===== config.mk =====
export PLATFORM = sky130hd
export DESIGN_NAME = bch_err_collect_flat
export DESIGN_NICKNAME = d
export VERILOG_FILES = /design/src/rtl/bch_err_collect_if.sv /design/src/rtl/bch_err_collect.sv /design/src/flat_wrapper.sv
export SDC_FILE = /design/constraint.sdc
export NUM_CORES = 1
export LEC_CHECK = 0
export BUFFER_PORTS_ARGS = -buffer_cell sky130_fd_sc_hd__buf_2
export CELL_PAD_IN_SITES_DETAIL_PLACEMENT = 1
export CELL_PAD_IN_SITES_GLOBAL_PLACEMENT = 1
export CORE_AREA = 2 2 94 164
export CTS_CLUSTER_DIAMETER = 60
export DETAILED_ROUTE_END_ITERATION = 6
export DIE_AREA = 0 0 96 166
export PLACE_DENSITY = 0.66
export SLEW_MARGIN = 15
export SYNTH_ARGS = -nofsm -noshare
export SYNTH_HDL_FRONTEND = slang
export SYNTH_SLANG_ARGS = --single-unit
export TNS_END_PERCENT = 5

===== constraint.sdc =====
create_clock -name clk -period 2.5 [get_ports clk]
set_clock_uncertainty 0.15 [all_clocks]
set_input_delay 0.5 -clock clk [delete_from_list [all_inputs] [get_ports clk]]
set_output_delay 0.5 -clock clk [all_outputs]
set_load 0.05 [all_outputs]

===== src/rtl/bch_err_collect_if.sv =====
// Handshake bundle between the BCH decoder / consumer and bch_err_collect.
// The master side drives frame start, error locations and out_ready; the slave side is the collector.
interface bch_err_collect_if;
    logic       set;
    logic [1:0] code;
    logic       in_valid;
    logic [9:0] in_loc;
    logic       out_valid;
    logic       out_ready;
    logic [9:0] out_loc;
    logic       out_last;
    logic [3:0] cnt;
    logic       ovf;
    logic       done;
    logic       busy;

    modport master (
        output set, code, in_valid, in_loc, out_ready,
        input  out_valid, out_loc, out_last, cnt, ovf, done, busy
    );

    modport slave (
        input  set, code, in_valid, in_loc, out_ready,
        output out_valid, out_loc, out_last, cnt, ovf, done, busy
    );
endinterface


===== src/rtl/bch_err_collect.sv =====
// Collects up to 8 BCH error locations per frame and drains them over a valid/ready port.
// Define BCH_COLL_SORT_EN to insert locations in ascending order instead of arrival order.
module bch_err_collect (
    input  logic              clk,
    input  logic              rstn,
    bch_err_collect_if.slave  bus
);

    localparam int DEPTH = 8;

    typedef enum logic [1:0] {
        IDLE    = 2'd0,
        COLLECT = 2'd1,
        DRAIN   = 2'd2
    } state_t;

    state_t     state_q, state_d;
    logic [1:0] code_q, code_d;
    logic [3:0] cnt_q, cnt_d;
    logic       ovf_q, ovf_d;
    logic       seen_q, seen_d;
    logic [9:0] buf_q [DEPTH];
    logic [9:0] buf_d [DEPTH];

    logic [9:0] n_lim;
    logic       in_range;
    logic       full;
    logic       accept;
    logic       drop;
    logic       pop;
    logic [3:0] ins_pos;

    // Code length for the latched code; 0 is reserved and behaves like code 1.
    always_comb begin
        case (code_q)
            2'd2:    n_lim = 10'd255;
            2'd3:    n_lim = 10'd1023;
            default: n_lim = 10'd63;
        endcase
    end

    assign in_range = bus.in_loc < n_lim;
    assign full     = cnt_q[3];
    assign accept   = (state_q == COLLECT) && bus.in_valid && in_range && !full;
    assign drop     = (state_q == COLLECT) && bus.in_valid && in_range &&  full;

    // Outputs are decoded from registers only, so out_ready never reaches out_valid.
    assign bus.out_valid = (state_q == DRAIN) && (cnt_q != 4'd0);
    assign bus.out_last  = bus.out_valid && (cnt_q == 4'd1);
    assign bus.out_loc   = buf_q[0];
    assign bus.cnt       = cnt_q;
    assign bus.ovf       = ovf_q;
    assign bus.done      = (state_q == DRAIN) && (cnt_q == 4'd0);
    assign bus.busy      = (state_q != IDLE);

    assign pop = bus.out_valid && bus.out_ready;

`ifdef BCH_COLL_SORT_EN
    // First slot holding a strictly larger value; equal values stay ahead of the newcomer.
    always_comb begin
        ins_pos = cnt_q;
        for (int i = DEPTH - 1; i >= 0; i--) begin
            if ((4'(i) < cnt_q) && (buf_q[i] > bus.in_loc)) begin
                ins_pos = 4'(i);
            end
        end
    end
`else
    assign ins_pos = cnt_q;
`endif

    // Buffer update: clear on frame start, insert-with-shift on accept, shift-down on pop.
    // NOTE: every always_comb target gets its default first so no path leaves it unassigned (no latch).
    always_comb begin
        for (int i = 0; i < DEPTH; i++) begin
            buf_d[i] = buf_q[i];
        end
        if ((state_q == IDLE) && bus.set) begin
            for (int i = 0; i < DEPTH; i++) begin
                buf_d[i] = '0;
            end
        end else if (accept) begin
            for (int i = 0; i < DEPTH; i++) begin
                if (4'(i) == ins_pos) begin
                    buf_d[i] = bus.in_loc;
                end
            end
            for (int i = 1; i < DEPTH; i++) begin
                if ((4'(i) > ins_pos) && (4'(i) <= cnt_q)) begin
                    buf_d[i] = buf_q[i-1];
                end
            end
        end else if (pop) begin
            for (int i = 0; i < DEPTH - 1; i++) begin
                buf_d[i] = buf_q[i+1];
            end
            buf_d[DEPTH-1] = '0;
        end
    end

    // Next-state and counter logic.
    always_comb begin
        state_d = state_q;
        code_d  = code_q;
        cnt_d   = cnt_q;
        ovf_d   = ovf_q;
        seen_d  = seen_q;
        case (state_q)
            IDLE: begin
                if (bus.set) begin
                    state_d = COLLECT;
                    code_d  = bus.code;
                    cnt_d   = 4'd0;
                    ovf_d   = 1'b0;
                    seen_d  = 1'b0;
                end
            end
            COLLECT: begin
                if (bus.in_valid) begin
                    seen_d = 1'b1;
                    if (accept) cnt_d = cnt_q + 4'd1;
                    if (drop)   ovf_d = 1'b1;
                end else if (seen_q) begin
                    state_d = DRAIN;
                end
            end
            DRAIN: begin
                if (cnt_q == 4'd0) begin
                    state_d = IDLE;
                end else if (pop) begin
                    cnt_d = cnt_q - 4'd1;
                end
            end
            default: state_d = IDLE;
        endcase
    end

    // NOTE: sequential state uses non-blocking assignments so every register samples pre-edge values.
    always_ff @(posedge clk) begin
        if (!rstn) begin
            state_q <= IDLE;
            code_q  <= 2'd1;
            cnt_q   <= 4'd0;
            ovf_q   <= 1'b0;
            seen_q  <= 1'b0;
            // NOTE: the buffer is a small register file, so it is cleared on reset and out_loc reads 0.
            for (int i = 0; i < DEPTH; i++) begin
                buf_q[i] <= '0;
            end
        end else begin
            state_q <= state_d;
            code_q  <= code_d;
            cnt_q   <= cnt_d;
            ovf_q   <= ovf_d;
            seen_q  <= seen_d;
            for (int i = 0; i < DEPTH; i++) begin
                buf_q[i] <= buf_d[i];
            end
        end
    end

endmodule


===== src/flat_wrapper.sv =====
// flat-port wrapper written by rule: the top's interface ports become plain ports
module bch_err_collect_flat 
  (clk, rstn, bus_set, bus_code, bus_in_valid, bus_in_loc, bus_out_ready, bus_out_valid, bus_out_loc, bus_out_last, bus_cnt, bus_ovf, bus_done, bus_busy);
  bch_err_collect_if bus_i ();
  input  logic clk;
  input  logic rstn;
  input wire logic [$bits(bus_i.set)-1:0] bus_set;
  input wire logic [$bits(bus_i.code)-1:0] bus_code;
  input wire logic [$bits(bus_i.in_valid)-1:0] bus_in_valid;
  input wire logic [$bits(bus_i.in_loc)-1:0] bus_in_loc;
  input wire logic [$bits(bus_i.out_ready)-1:0] bus_out_ready;
  output wire logic [$bits(bus_i.out_valid)-1:0] bus_out_valid;
  output wire logic [$bits(bus_i.out_loc)-1:0] bus_out_loc;
  output wire logic [$bits(bus_i.out_last)-1:0] bus_out_last;
  output wire logic [$bits(bus_i.cnt)-1:0] bus_cnt;
  output wire logic [$bits(bus_i.ovf)-1:0] bus_ovf;
  output wire logic [$bits(bus_i.done)-1:0] bus_done;
  output wire logic [$bits(bus_i.busy)-1:0] bus_busy;
  assign bus_i.set = bus_set;
  assign bus_i.code = bus_code;
  assign bus_i.in_valid = bus_in_valid;
  assign bus_i.in_loc = bus_in_loc;
  assign bus_i.out_ready = bus_out_ready;
  assign bus_out_valid = bus_i.out_valid;
  assign bus_out_loc = bus_i.out_loc;
  assign bus_out_last = bus_i.out_last;
  assign bus_cnt = bus_i.cnt;
  assign bus_ovf = bus_i.ovf;
  assign bus_done = bus_i.done;
  assign bus_busy = bus_i.busy;
  bch_err_collect u_core (.clk(clk), .rstn(rstn), .bus(bus_i));
endmodule

# ---- Yosys cells after proc, flatten, opt, wreduce, memory -nomap -nowiden
# Memory sizes are Yosys's and may differ from the RTL's.
# Index checks and enable logic that the tools add are counted.
dict set report op_classes {
  addsub 2
  muxes 46
  order_cmp 15
  reduce_logical 28
  eq_ne 21
  bitwise 8
}
# operator count
set ops {}
lappend ops {{80-bit 2-to-1 mux} 3}
lappend ops {{10-bit 2-to-1 mux} 23}
lappend ops {{4-bit 2-to-1 mux} 5}
lappend ops {{10-bit case mux with 2 select lines} 1}
lappend ops {{3-bit by 4-bit == test with 1-bit output (first input constant)} 4}
lappend ops {{3-bit by 4-bit > comparator with 1-bit output (first input constant)} 4}
lappend ops {{3-bit by 4-bit less-or-equal comparator with 1-bit output (first input constant)} 4}
lappend ops {{1-bit logical AND} 16}
lappend ops {{4-bit case mux with 3 select lines} 1}
lappend ops {{10-bit less-than comparator} 1}
lappend ops {{2-bit inequality test (second input constant)} 5}
lappend ops {{2-bit by 4-bit == test with 1-bit output (first input constant)} 2}
lappend ops {{2-bit by 4-bit > comparator with 1-bit output (first input constant)} 2}
lappend ops {{2-bit by 4-bit less-or-equal comparator with 1-bit output (first input constant)} 2}
lappend ops {{2-bit 2-to-1 mux} 4}
lappend ops {{2-bit by 1-bit inequality test with 1-bit output (second input constant)} 4}
lappend ops {{1-bit bitwise OR} 8}
lappend ops {{4-bit AND reduction} 2}
lappend ops {{2-bit == test (second input constant)} 3}
lappend ops {{1-bit 2-to-1 mux} 6}
lappend ops {{2-bit case mux with 3 select lines} 1}
lappend ops {{6-bit AND reduction} 1}
lappend ops {{4-bit by 1-bit adder with 4-bit output (second input constant)} 1}
lappend ops {{1-bit by 4-bit == test with 1-bit output (first input constant)} 1}
lappend ops {{14 further kinds} 16}
dict set report word_totals {
  elab_cells 126
  input_bits 17
  register_bits 10
  n_memories 1
  ramBits 80
  output_inout_bits 19
}
# memory words width read_ports rd_ports_with_merged_regs wr line_no
set mem_list {}
lappend mem_list {u_core.buf_q 8 10 8 0 8 bch_err_collect.sv:22} ;# logic [9:0] buf_q [DEPTH];

# ---- Logic depth before layout (Yosys ltp)
dict set report logic_depth {
  word_depth 8
  ltp_mapped 10
  depth_no_buf 7
}

# ---- Least setup slack after synthesis
# Ideal clock, no wire load.
dict set report synth_timing {
  path_kind {reg-to-output}
  from {register u_core.cnt_q[0], in the netlist u_core.bus.cnt[0]}
  to {output bus_out_last}
  setup_slack_ns -0.635
  t_arrival_ns 2.485
  n_path_buf 0
  path_stages_with_launch 5
  t_required_ns 1.850
  path_cell_list {dfxtp_1 inv_1 ha_1 nor3b_1 nor3_1}
}
dict set report synth_between {
  elab_chain_cells 3
}
# item line_no
set synth_rtl {}
lappend synth_rtl {{start: declaration} bch_err_collect.sv:19} ;# logic [3:0] cnt_q, cnt_d;
lappend synth_rtl {{start signal: assignment} bch_err_collect.sv:153} ;# cnt_q <= cnt_d;
lappend synth_rtl {{4-bit nonzero test} bch_err_collect.sv:48} ;# assign bus.out_valid = (state_q == DRAIN) && (cnt_q != 4'd0);
lappend synth_rtl {{1-bit logical AND} bch_err_collect.sv:48}
lappend synth_rtl {{1-bit logical AND (*)} bch_err_collect.sv:49} ;# assign bus.out_last = bus.out_valid && (cnt_q == 4'd1);
lappend synth_rtl {{end: declaration} flat_wrapper.sv:14} ;# output wire logic [$bits(bus_i.out_last)-1:0] bus_out_last;
# Every way passes the cells marked *; elsewhere a longest branch is shown, timed or not.

==> flow_summary.json <==
{
  "syn_to_final_growth_pct": 25.94,
  "dr.pass1.iters": 4,
  "synth_edf_count": 0,
  "ir_drop_mv": 0.4614,
  "grt_util_met3_pct": 3.584,
  "grt_pass1_vias": 4830,
  "ios": 36,
  "diodes": 0,
  "cts_hold_buf": 0,
  "place.detailed.hpwl_um": 12020,
  "p_seq_share_pct": 37.0,
  "place.gp.congestion": 0.8236,
  "cts_sinks": 90,
  "fin_crit_ps": 2444,
  "powerDensity_mw_per_mm2": 660.8,
  "synth_seq_area_share_pct": 36.80,
  "fillCellCount": 1666,
  "globalRoute.totalOverflow": 0,
  "drive_above_1_share_pct": 29.04,
  "grt_util_met2_pct": 40.01,
  "antenna_left": 0,
  "swShare_pct": 36.17,
  "ys_seq_elements": 90,
  "wl_per_cell_um": 23.57,
  "slew_headroom_pct": 58.76,
  "post-place-ws_ps": -301.3,
  "fin_hold_ws_ps": 234.6,
  "cts_tree": "done",
  "portBuffers": 35,
  "path_class": "reg -> reg",
  "cts_root_buffer": "clkbuf_16",
  "antenna_found_initial": 0,
  "yosys_warnings": 0,
  "hold_viol_final": 0,
  "path_max_fanout": 10,
  "start_util_pct": 33.33,
  "nets": 600,
  "numCtsBuffers": 9,
  "crit_chain": "nand2_4 > ha_4 > nand2_4 > or4_4 > nand2_8 > buf_12 > o21ai_4 > o2111a_1",
  "critPathCaptureType": "register",
  "worstHoldPathType": "in -> reg",
  "cpPeakStageDelay_ps": 610,
  "internal_power_w": 0.002601,
  "final_cell_mix": "101 x or3_1, 88 x dfxtp_1, 51 x o2111a_1",
  "netSwitchingPower_w": 0.001474,
  "combPwrFrac_pct": 29.3,
  "grtUsageMet1_pct": 24.28,
  "drc_errors": 0,
  "slew_violations": 0,
  "core_mm2": 0.01469,
  "drv_cap": 0,
  "cp_slowest_cell": "or4_4",
  "drt_iter0_markers": 231,
  "crit_family": "simple AND/OR/NAND/NOR gates",
  "rsz0062_at_grt": "yes",
  "clk_path_buf_depth": 2,
  "ys_async_sr_fraction_pct": 0,
  "synthFlopType": "dfxtp_1",
  "grt_first_pass_wirelength_um": 26810,
  "cp.arrival_ps": 2540,
  "power.share.clock_pct": 33.7,
  "syn_area_per_cell_um2": 9.562,
  "final_common_cell": "or3_1",
  "grt_max_degree": 52,
  "syn_nets": 542,
  "path_clk_slew_ps": 80,
  "setup_viol": 0,
  "worst-endpoint-required_ps": 2590,
  "die_w_um": 96,
  "wl_um": 17870,
  "startpoint_type": "register",
  "dr_total_vias": 4577,
  "synthDistinctLibCells": 54,
  "vias_per_cell": 6.038,
  "worst_pin_slew_ps": 618.7,
  "p_leak_nw": 2.153,
  "die_y_um": 166,
  "tns_ps": 0,
  "netlist_instances": 512,
  "grt.busiest_layer": "met2",
  "setup_ws_ps": 55.72,
  "grt_use_total_pct": 22.10,
  "cp_num_buf_inv": 1,
  "rows": 59,
  "status": "finished, final reports clean",
  "final_util_pct": 41.97,
  "power.total_w": 0.004075,
  "max_freq_ghz": 0.4091,
  "period_share_pct": 97.77,
  "htree_levels": 3,
  "clk_latency_ps": 360,
  "crit_top_cell": "nand2_4",
  "dieArea_mm2": 0.01594,
  "syn_area_mm2": 0.004896
}
cells in the mapped netlist, types with 2 or more instances:
library cell  count  area share [%]
or3_1           101              13
dfxtp_1          90              37
o2111a_1         52              12
clkbuf_1         30             2.3
a21oi_1          22             2.2
inv_1            20             1.5
nand3_1          17             1.7
nand2_1          16             1.2
nor3_1           14             1.4
ha_1             13             3.3
mux2i_1          11             2.2
o21ai_0          11             1.1
o2bb2ai_1        11             2.0
o31ai_1          11             1.7
a22o_1           10             1.8
buf_4            10             1.5
a221oi_2          9             2.8
buf_2             7            0.72
nor2_1            6            0.46
o21ai_4           6             2.0
nand2b_1          3            0.38
nand4_1           3            0.38
a211o_1           2            0.36
a21oi_2           2            0.36
a221o_1           2            0.41
buf_6             2            0.46
nand2_2           2            0.26
nor3_2            2            0.41
o21ai_1           2            0.20
per-layer routing:
| layer | share of wire (%) | up-vias |
|---|---|---|
| li1 | - | 2121 |
| met1 | 37 | 2321 |
| met2 | 56 | 98 |
| met3 | 2.8 | 37 |
| met4 | 4.5 | 0 |
| met5 | 0 | - |
path summary, 6_finish.rpt:
| path | startpoint | end | slack (ps) | cells after the start |
|---|---|---|---|---|
| setup / recovery | u_core.code_q[1] | u_core.buf_q[1][13] | 60 | 8 |
| hold / removal | rstn | u_core.code_q[0] | 230 | 2 |
| setup reg to reg | u_core.code_q[1] | u_core.buf_q[1][13] | 60 | 8 |
| hold reg to reg | u_core.buf_q[0][16] | u_core.buf_q[0][16] | 310 | 1 |
power groups by stage:
stage | registers, W | clock network, W | logic [W]
floorplan | 0.00155 | 0 | 0.000646
global placement | 0.00153 | 0 | 0.00107
detailed placement | 0.00154 | 0 | 0.00110
CTS | 0.00150 | 0.00139 | 0.00112
global route | 0.00151 | 0.00147 | 0.00128
finish | 0.00151 | 0.00137 | 0.00119
logic make-up (layout without fill, tap and decap cells):
| family | count (synthesis) | in the layout | synth area share (%) |
|---|---|---|---|
| buffers and inverters | 72 | 133 | 7.360 |
| DFF | 90 | 90 | 36.80 |
| and+or+nand+nor | 179 | 179 | 22.13 |
| AOI/OAI and AO/OA | 147 | 149 | 28.14 |
| adders and majority gates | 13 | 13 | 3.322 |
| muxes | 11 | 11 | 2.249 |
sequential cells by signal, indices dropped and copies added, names as in the netlist:
name and count:
u_core.buf_q 80, u_core.bus.cnt 4, u_core.bus.ovf 1, u_core.code_q 2
u_core.seen_q 1, u_core.state_q 2
repair_timing:
| item | 4_1_cts | 5_1_grt |
|---|---|---|
| buffers inserted | 0 | 1 |
| pin swaps | 3 | 7 |
| endpoints found under the setup margin | 85 | 84 |
| resized for setup | 9 | 26 |
| gates cloned | 0 | 7 |
through the flow:
stage,instances,area (um2)
finish,758,6166
global route,758,6166
CTS,750,5884
detailed placement,734,5553
global placement,734,5553
floorplan,512,4906
area by class of cell:
cell class	instances	area [um2]	share of cell area (%)
clock buffers	9	225.2	3.653
multi-input cells	352	2938	47.65
flip-flops and latches	90	1807	29.30
repair buffers	97	823.3	13.35
well taps	183	229.0	3.713
inverters	20	75.07	1.218
clock inverters	7	68.82	1.116
(Power assumes the default switching activity.)
